## config.mk

```make
export PLATFORM = sky130hd
export DESIGN_NAME = instr_mem_loader
export DESIGN_NICKNAME = d
export VERILOG_FILES = /design/src/rtl/instr_mem_loader.sv
export SDC_FILE = /design/constraint.sdc
export NUM_CORES = 1
export LEC_CHECK = 0
export ABC_AREA = 1
export CORE_MARGIN = 2
export CORE_UTILIZATION = 62
export CTS_CLUSTER_DIAMETER = 60
export DETAILED_ROUTE_END_ITERATION = 10
export DONT_BUFFER_PORTS = 1
export PLACE_DENSITY = 0.78
export SYNTH_ARGS = -nofsm -noshare
export SYNTH_HDL_FRONTEND = slang
export SYNTH_SLANG_ARGS = --single-unit
```

## constraint.sdc

```tcl
create_clock -name i_clk -period 1.9 [get_ports i_clk]
set_clock_uncertainty 0.1 [all_clocks]
set_input_delay 0.57 -clock i_clk [delete_from_list [all_inputs] [get_ports i_clk]]
set_output_delay 0.57 -clock i_clk [all_outputs]
set_load 0.02 [all_outputs]
```

## src/rtl/instr_mem_loader.sv

```systemverilog
// Boot loader: packs a byte stream (MSB first) into 32-bit words and writes them to instruction memory.
// Latency: write pulse is registered, appearing the cycle after the 4th byte of a word is accepted.
// Backpressure: none; the byte stream is never stalled, and a byte may land in a write-pulse cycle.
// Optional inter-byte watchdog enabled by defining LOADER_TIMEOUT_EN.
module instr_mem_loader #(
    parameter int ADDR_WIDTH     = 12,
    parameter int DATA_WIDTH     = 8,
    parameter int TIMEOUT_CYCLES = 1000000
) (
    input  logic                    i_clk,
    input  logic                    i_reset,
    input  logic                    i_start,
    input  logic                    i_rx_valid,
    input  logic [DATA_WIDTH-1:0]   i_rx_data,
    output logic                    o_write_enable,
    output logic [ADDR_WIDTH-1:0]   o_addr,
    output logic [DATA_WIDTH*4-1:0] o_data,
    output logic                    o_busy,
    output logic                    o_done,
    output logic                    o_error,
    output logic [ADDR_WIDTH-2:0]   o_word_count,
    output logic                    o_timeout
);
    localparam int WW = DATA_WIDTH * 4;
    localparam int CW = ADDR_WIDTH - 1;
    localparam logic [ADDR_WIDTH-1:0] LAST_ADDR = {{(ADDR_WIDTH-2){1'b1}}, 2'b00};

    typedef enum logic [1:0] {ST_IDLE, ST_LOAD, ST_DONE, ST_ERROR} state_t;

    state_t                state_q, state_d;
    state_t                pend_q, pend_d;    // state to take once the pending write retires
    logic [ADDR_WIDTH-1:0] addr_q, addr_d;
    logic [1:0]            idx_q, idx_d;
    logic [WW-1:0]         pack_q, pack_d;
    logic                  we_q, we_d;
    logic [ADDR_WIDTH-1:0] waddr_q, waddr_d;
    logic [WW-1:0]         wdata_q, wdata_d;
    logic [CW-1:0]         wc_q, wc_d;
    logic                  busy_q, busy_d;
    logic                  done_q, done_d;
    logic                  error_q, error_d;
    logic [WW-1:0]         word;

`ifdef LOADER_TIMEOUT_EN
    localparam int TW = $clog2(TIMEOUT_CYCLES + 1);
    logic [TW-1:0] cnt_q, cnt_d;
    logic          timeout_q, timeout_d;
`endif

    // Word formed by shifting the incoming byte into the packing register.
    assign word = {pack_q[WW-DATA_WIDTH-1:0], i_rx_data};

    // Next-state, packing, write-pulse and bookkeeping logic.
    always_comb begin
        state_d = state_q;
        pend_d  = pend_q;
        addr_d  = addr_q;
        idx_d   = idx_q;
        pack_d  = pack_q;
        we_d    = 1'b0;
        waddr_d = waddr_q;
        wdata_d = wdata_q;
        wc_d    = wc_q;
`ifdef LOADER_TIMEOUT_EN
        cnt_d     = cnt_q;
        timeout_d = timeout_q;
`endif
        if (state_q == ST_LOAD) begin
            // Retire the write issued last cycle: count it, advance, or leave LOAD.
            if (we_q) begin
                wc_d    = wc_q + CW'(1);
                state_d = pend_q;
                if (pend_q == ST_LOAD) begin
                    addr_d = addr_q + ADDR_WIDTH'(4);
                end
            end
            if (i_rx_valid) begin
                pack_d = word;
                idx_d  = idx_q + 2'd1;
                if (idx_q == 2'd3) begin
                    we_d    = 1'b1;
                    waddr_d = addr_q;
                    wdata_d = word;
                    if (word == {WW{1'b1}}) begin
                        pend_d = ST_DONE;
                    end else if (addr_q == LAST_ADDR) begin
                        pend_d = ST_ERROR;
                    end else begin
                        pend_d = ST_LOAD;
                    end
                end
            end
`ifdef LOADER_TIMEOUT_EN
            if (i_rx_valid) begin
                cnt_d = '0;
            end else if (cnt_q == TW'(TIMEOUT_CYCLES - 1)) begin
                state_d   = ST_ERROR;
                timeout_d = 1'b1;
            end else begin
                cnt_d = cnt_q + TW'(1);
            end
`endif
        end else if (i_start) begin
            state_d = ST_LOAD;
            pend_d  = ST_LOAD;
            addr_d  = '0;
            idx_d   = '0;
            wc_d    = '0;
`ifdef LOADER_TIMEOUT_EN
            cnt_d     = '0;
            timeout_d = 1'b0;
`endif
        end
        busy_d  = (state_d == ST_LOAD);
        done_d  = (state_d == ST_DONE);
        error_d = (state_d == ST_ERROR);
    end

    // State and output registers with synchronous reset.
    always_ff @(posedge i_clk) begin
        if (i_reset) begin
            state_q <= ST_IDLE;
            pend_q  <= ST_LOAD;
            addr_q  <= '0;
            idx_q   <= '0;
            pack_q  <= '0;
            we_q    <= 1'b0;
            waddr_q <= '0;
            wdata_q <= '0;
            wc_q    <= '0;
            busy_q  <= 1'b0;
            done_q  <= 1'b0;
            error_q <= 1'b0;
        end else begin
            state_q <= state_d;
            pend_q  <= pend_d;
            addr_q  <= addr_d;
            idx_q   <= idx_d;
            pack_q  <= pack_d;
            we_q    <= we_d;
            waddr_q <= waddr_d;
            wdata_q <= wdata_d;
            wc_q    <= wc_d;
            busy_q  <= busy_d;
            done_q  <= done_d;
            error_q <= error_d;
        end
    end

`ifdef LOADER_TIMEOUT_EN
    // Watchdog counter and cause flag.
    always_ff @(posedge i_clk) begin
        if (i_reset) begin
            cnt_q     <= '0;
            timeout_q <= 1'b0;
        end else begin
            cnt_q     <= cnt_d;
            timeout_q <= timeout_d;
        end
    end
    assign o_timeout = timeout_q;
`else
    assign o_timeout = 1'b0;
`endif

    assign o_write_enable = we_q;
    assign o_addr         = waddr_q;
    assign o_data         = wdata_q;
    assign o_busy         = busy_q;
    assign o_done         = done_q;
    assign o_error        = error_q;
    assign o_word_count   = wc_q;
endmodule
```

==> results.txt <==
- After detailed placement, the design holds a cell count of 567.
- Gr ovfl total: 0
* Layout cell share with drive strength beyond 1: about a tenth
- # Post-CTS Setup Buffers: 0
- Clock latency at the later pin of the worst-skew pair: between 300 and 400 ps
* Part of the power in registers: 58.2%
- The average instance in the mapped netlist occupies approximately 7.6 µm².
* Number of antenna violations at the first check in global routing: 0
- For the worst setup path, the data arrival time is 1750 ps.
- The top cell type by area accounts for 50.8% of the synthesized area.
* Detailed placer's ending HPWL: around 5.5 mm
- Pin slew with the least headroom to its limit: between 500 and 600 ps
- After floorplanning, the core was divided into 28 placement rows.
- The initial utilization of the core area, before any placement, comes to 64.2%.
- Dividing the detail-routed wire length by the instance count gives 13.4 µm.
- Resized Gates After CTS: 0
- Length of routed met3 wiring: 484 µm
- For this block, the initial DRC count from the detailed router was 165.
- Area of the die: 0.00682 mm²
* Final critical delay including setup and external delays: 1590 ps
* CP Class: reg2reg
- Count of clock tree sinks: 97
- Antenna Violating Nets Remaining: 0
* Worst hold margin: roughly 160 ps
* Cell types with the largest area share after synthesis: dfxtp_1 (51%), nand2_1 (14%), a21oi_1 (9.9%), inv_1 (3.9%), o21ai_0 (3.3%)
* Via-per-instance ratio: 5.35
* Drc violations: 0
- Max layer used: met4
* Switch Pwr: roughly 0.80 mW
- Sequential-to-total area share from yosys stat: 50.8%
* Number of failing setup endpoints in the final timing report: 0
- 0 antenna diodes ended up in the layout.
- Clock transition at path regs: 90 ps
* Number of distinct library cells after synthesis: 26
* Total wirelength of the detailed-routed design: 7.81 mm
* Metal-1 WL: 3.24 mm
- Hold repair after CTS inserted 0 buffers.
* Input/output buffers: 0
- Startpoint type of the worst setup path: flip-flop
- The run finished with clean final reports.
- VDD IR max: around 0.0007 V
- Total power of the final layout: 3.58 mW
* Overall fraction of global-route tracks in use: 23.6%
- Measured along the x axis, the die boundary spans 82.6 µm.
- Once layout is complete, the cells apart from fillers number 583.
* Yosys reg bits: 97
* Count of flip-flops with a built-in enable after synthesis: 0
* Pins Over Slew Limit: 0
- At the worst endpoint, the required time is approximately 2100 ps.
- Entering global routing, the biggest net connects 47 pins.
- The number of global-route vias before repair is 2780.
- Yosys warning count: 0
* Maximum frequency from static timing analysis: about 630 MHz
- Clock tree synthesis inserted a total of 9 buffers.
- Setup TNS: 0 ps
* Worst slew slack as a fraction of its limit: approximately two thirds
- Clock Path Buffers: 2
* Internal power: 2.77 mW
- Number of top-level design ports: 72
* Dominant register cell in the synthesized netlist: dfxtp_1
- Hold WC Path Type: in2reg
* Iteration count of the initial detailed-routing pass: 4
* Height of the die: approximately 83 µm
- In this run switching power makes up between 20 and 25% of total power.
- Crit share post-route: 83.7%
- In this run, the clock network consumes 38.0% of the power.
- Share of flip-flops with an asynchronous set or reset after synthesis: 0%
- Syn Std Cell Area: between 0.003 and 0.004 mm²
* Most frequent cell after synthesis: nand2_1
* Reported leakage power: about 1.5 nW
- Of all nets on the critical path, the largest fanout is 14.
- Post-layout nets: 518
- Routability-driven placement finished with a final weighted congestion of 0.813.
- Power per standard cell area: 875 mW/mm²
- Routed length on met2: 4.02 mm
- Hold Violations, Final: 0
- In this run the clock root is driven by a clkbuf_8.
* Cell type with the highest aggregate area in the netlist: dfxtp_1
- For this run, the share of the core covered by cells in the final layout is a little under 70%.
- The first global-routing pass estimated 12.3 mm of wire.
- Cell count after synthesis: 503
* Area grow syn2layout: 6.83%
- The worst setup path is captured at a flip-flop.
* Core Footprint: 0.00596 mm²
- The detailed router placed 3118 vias in this run.
* Reported max-cap violation count: 0
- Cell types with the highest counts after synthesis: nand2_1 (147), dfxtp_1 (97), a21oi_1 (76)
- The H-tree was split into 3 levels.
- CTS tree: yes
* Setup repair after global routing missed its margin: false
* Fraction of power consumed by combinational cells: 3.7%
-- metrics by stage --
| step | cell area, µm² | worst slack [ps] |
|---|---|---|
| after detailed placement | 3880 | 327 |
| final | 4090 | 310 |
| after global placement | 3880 | 315 |
| after global routing | 4090 | 201 |
| after CTS | 4090 | 304 |
| after floorplan | 3830 | 439 |
-- layer usage --
metal | up-vias | global-route usage (%)
met3 | 9 | 5.22
met1 | 1430 | 27.0
met2 | 72 | 41.9
met5 | - | 0
met4 | 0 | 10.7
li1 | 1607 | -
-- critical path, cell delays in order (launching register included) --
cell,delay (ps)
dfxtp_1,380
nand3_2,150
o21ai_2,460
nand2_1,160
o21ai_0,180
nor2_1,60
-- cell families (layout without fill, tap and decap cells) --
| kind of cell | after synthesis | count (layout) | share of synthesized area, % |
|---|---|---|---|
| other | 1 | 3 | 0.0980 |
| flip-flops | 97 | 97 | 50.8 |
| adder cells (fa/ha/maj) | 3 | 3 | 0.981 |
| buffers and inverters | 71 | 74 | 8.50 |
| AO/OA/AOI/OAI | 116 | 116 | 16.5 |
| AND/OR/NAND/NOR | 215 | 215 | 23.2 |
-- cells in the final DEF, fill, tap and decap left out --
| master | instances |
|---|---|
| conb_1 | 3 |
| inv_1 | 40 |
| inv_2 | 3 |
| nand2_1 | 147 |
| nand2_2 | 3 |
| o21ai_0 | 25 |
| inv_4 | 2 |
| a21oi_1 | 76 |
| nor2_4 | 1 |
| o21bai_1 | 2 |
| ha_1 | 3 |
| nand3_1 | 23 |
| nand2_4 | 2 |
| dfxtp_1 | 97 |
| buf_12 | 1 |
| nor2_1 | 30 |
| clkbuf_8 | 11 |
| nand4_1 | 3 |
| o22ai_1 | 1 |
| buf_4 | 11 |
| o21ai_2 | 11 |
| bufinv_16 | 1 |
| nand3_2 | 1 |
| clkinv_4 | 1 |
| nor3_1 | 5 |
| clkinv_2 | 3 |
| clkinv_1 | 1 |
| o22a_1 | 1 |
-- sequential cells by signal, summed over array words and instances, names as in the netlist --
register and cells:
o_addr 10, pend_q 2, o_busy 1, state_q 2
pack_q 24, o_error 1, o_done 1, o_data 32
o_word_count 11, idx_q 2, addr_q 10, o_write_enable 1
-- worst paths after layout --
path | from | end | slack (ps) | cells past startpoint
worst max-delay path | state_q[0] | addr_q[6] | 310 | 5
worst min-delay path | i_reset | o_data[31] | 160 | 1
worst max register to register | state_q[0] | addr_q[6] | 310 | 5
worst min register to register | idx_q[0] | idx_q[0] | 370 | 1
-- area by class of cell --
type,instances,area (µm²)
Inverter,46,178
Fill cell,501,1870
Sequential cell,97,1940
Clock buffer,11,151
Timing Repair Buffer,12,103
Clock inverter,5,53.8
Multi-Input combinational cell,337,1570
Tap cell,75,93.8
-- power by group through the flow --
stage | logic, mW | registers (mW) | clock network [mW]
floorplan | 0.125 | 2.12 | 0
global route | 0.152 | 2.09 | 1.46
global placement | 0.130 | 2.13 | 0
detailed placement | 0.134 | 2.13 | 0
CTS | 0.135 | 2.08 | 1.38
finish | 0.134 | 2.08 | 1.36
(Power assumes the default switching activity.)
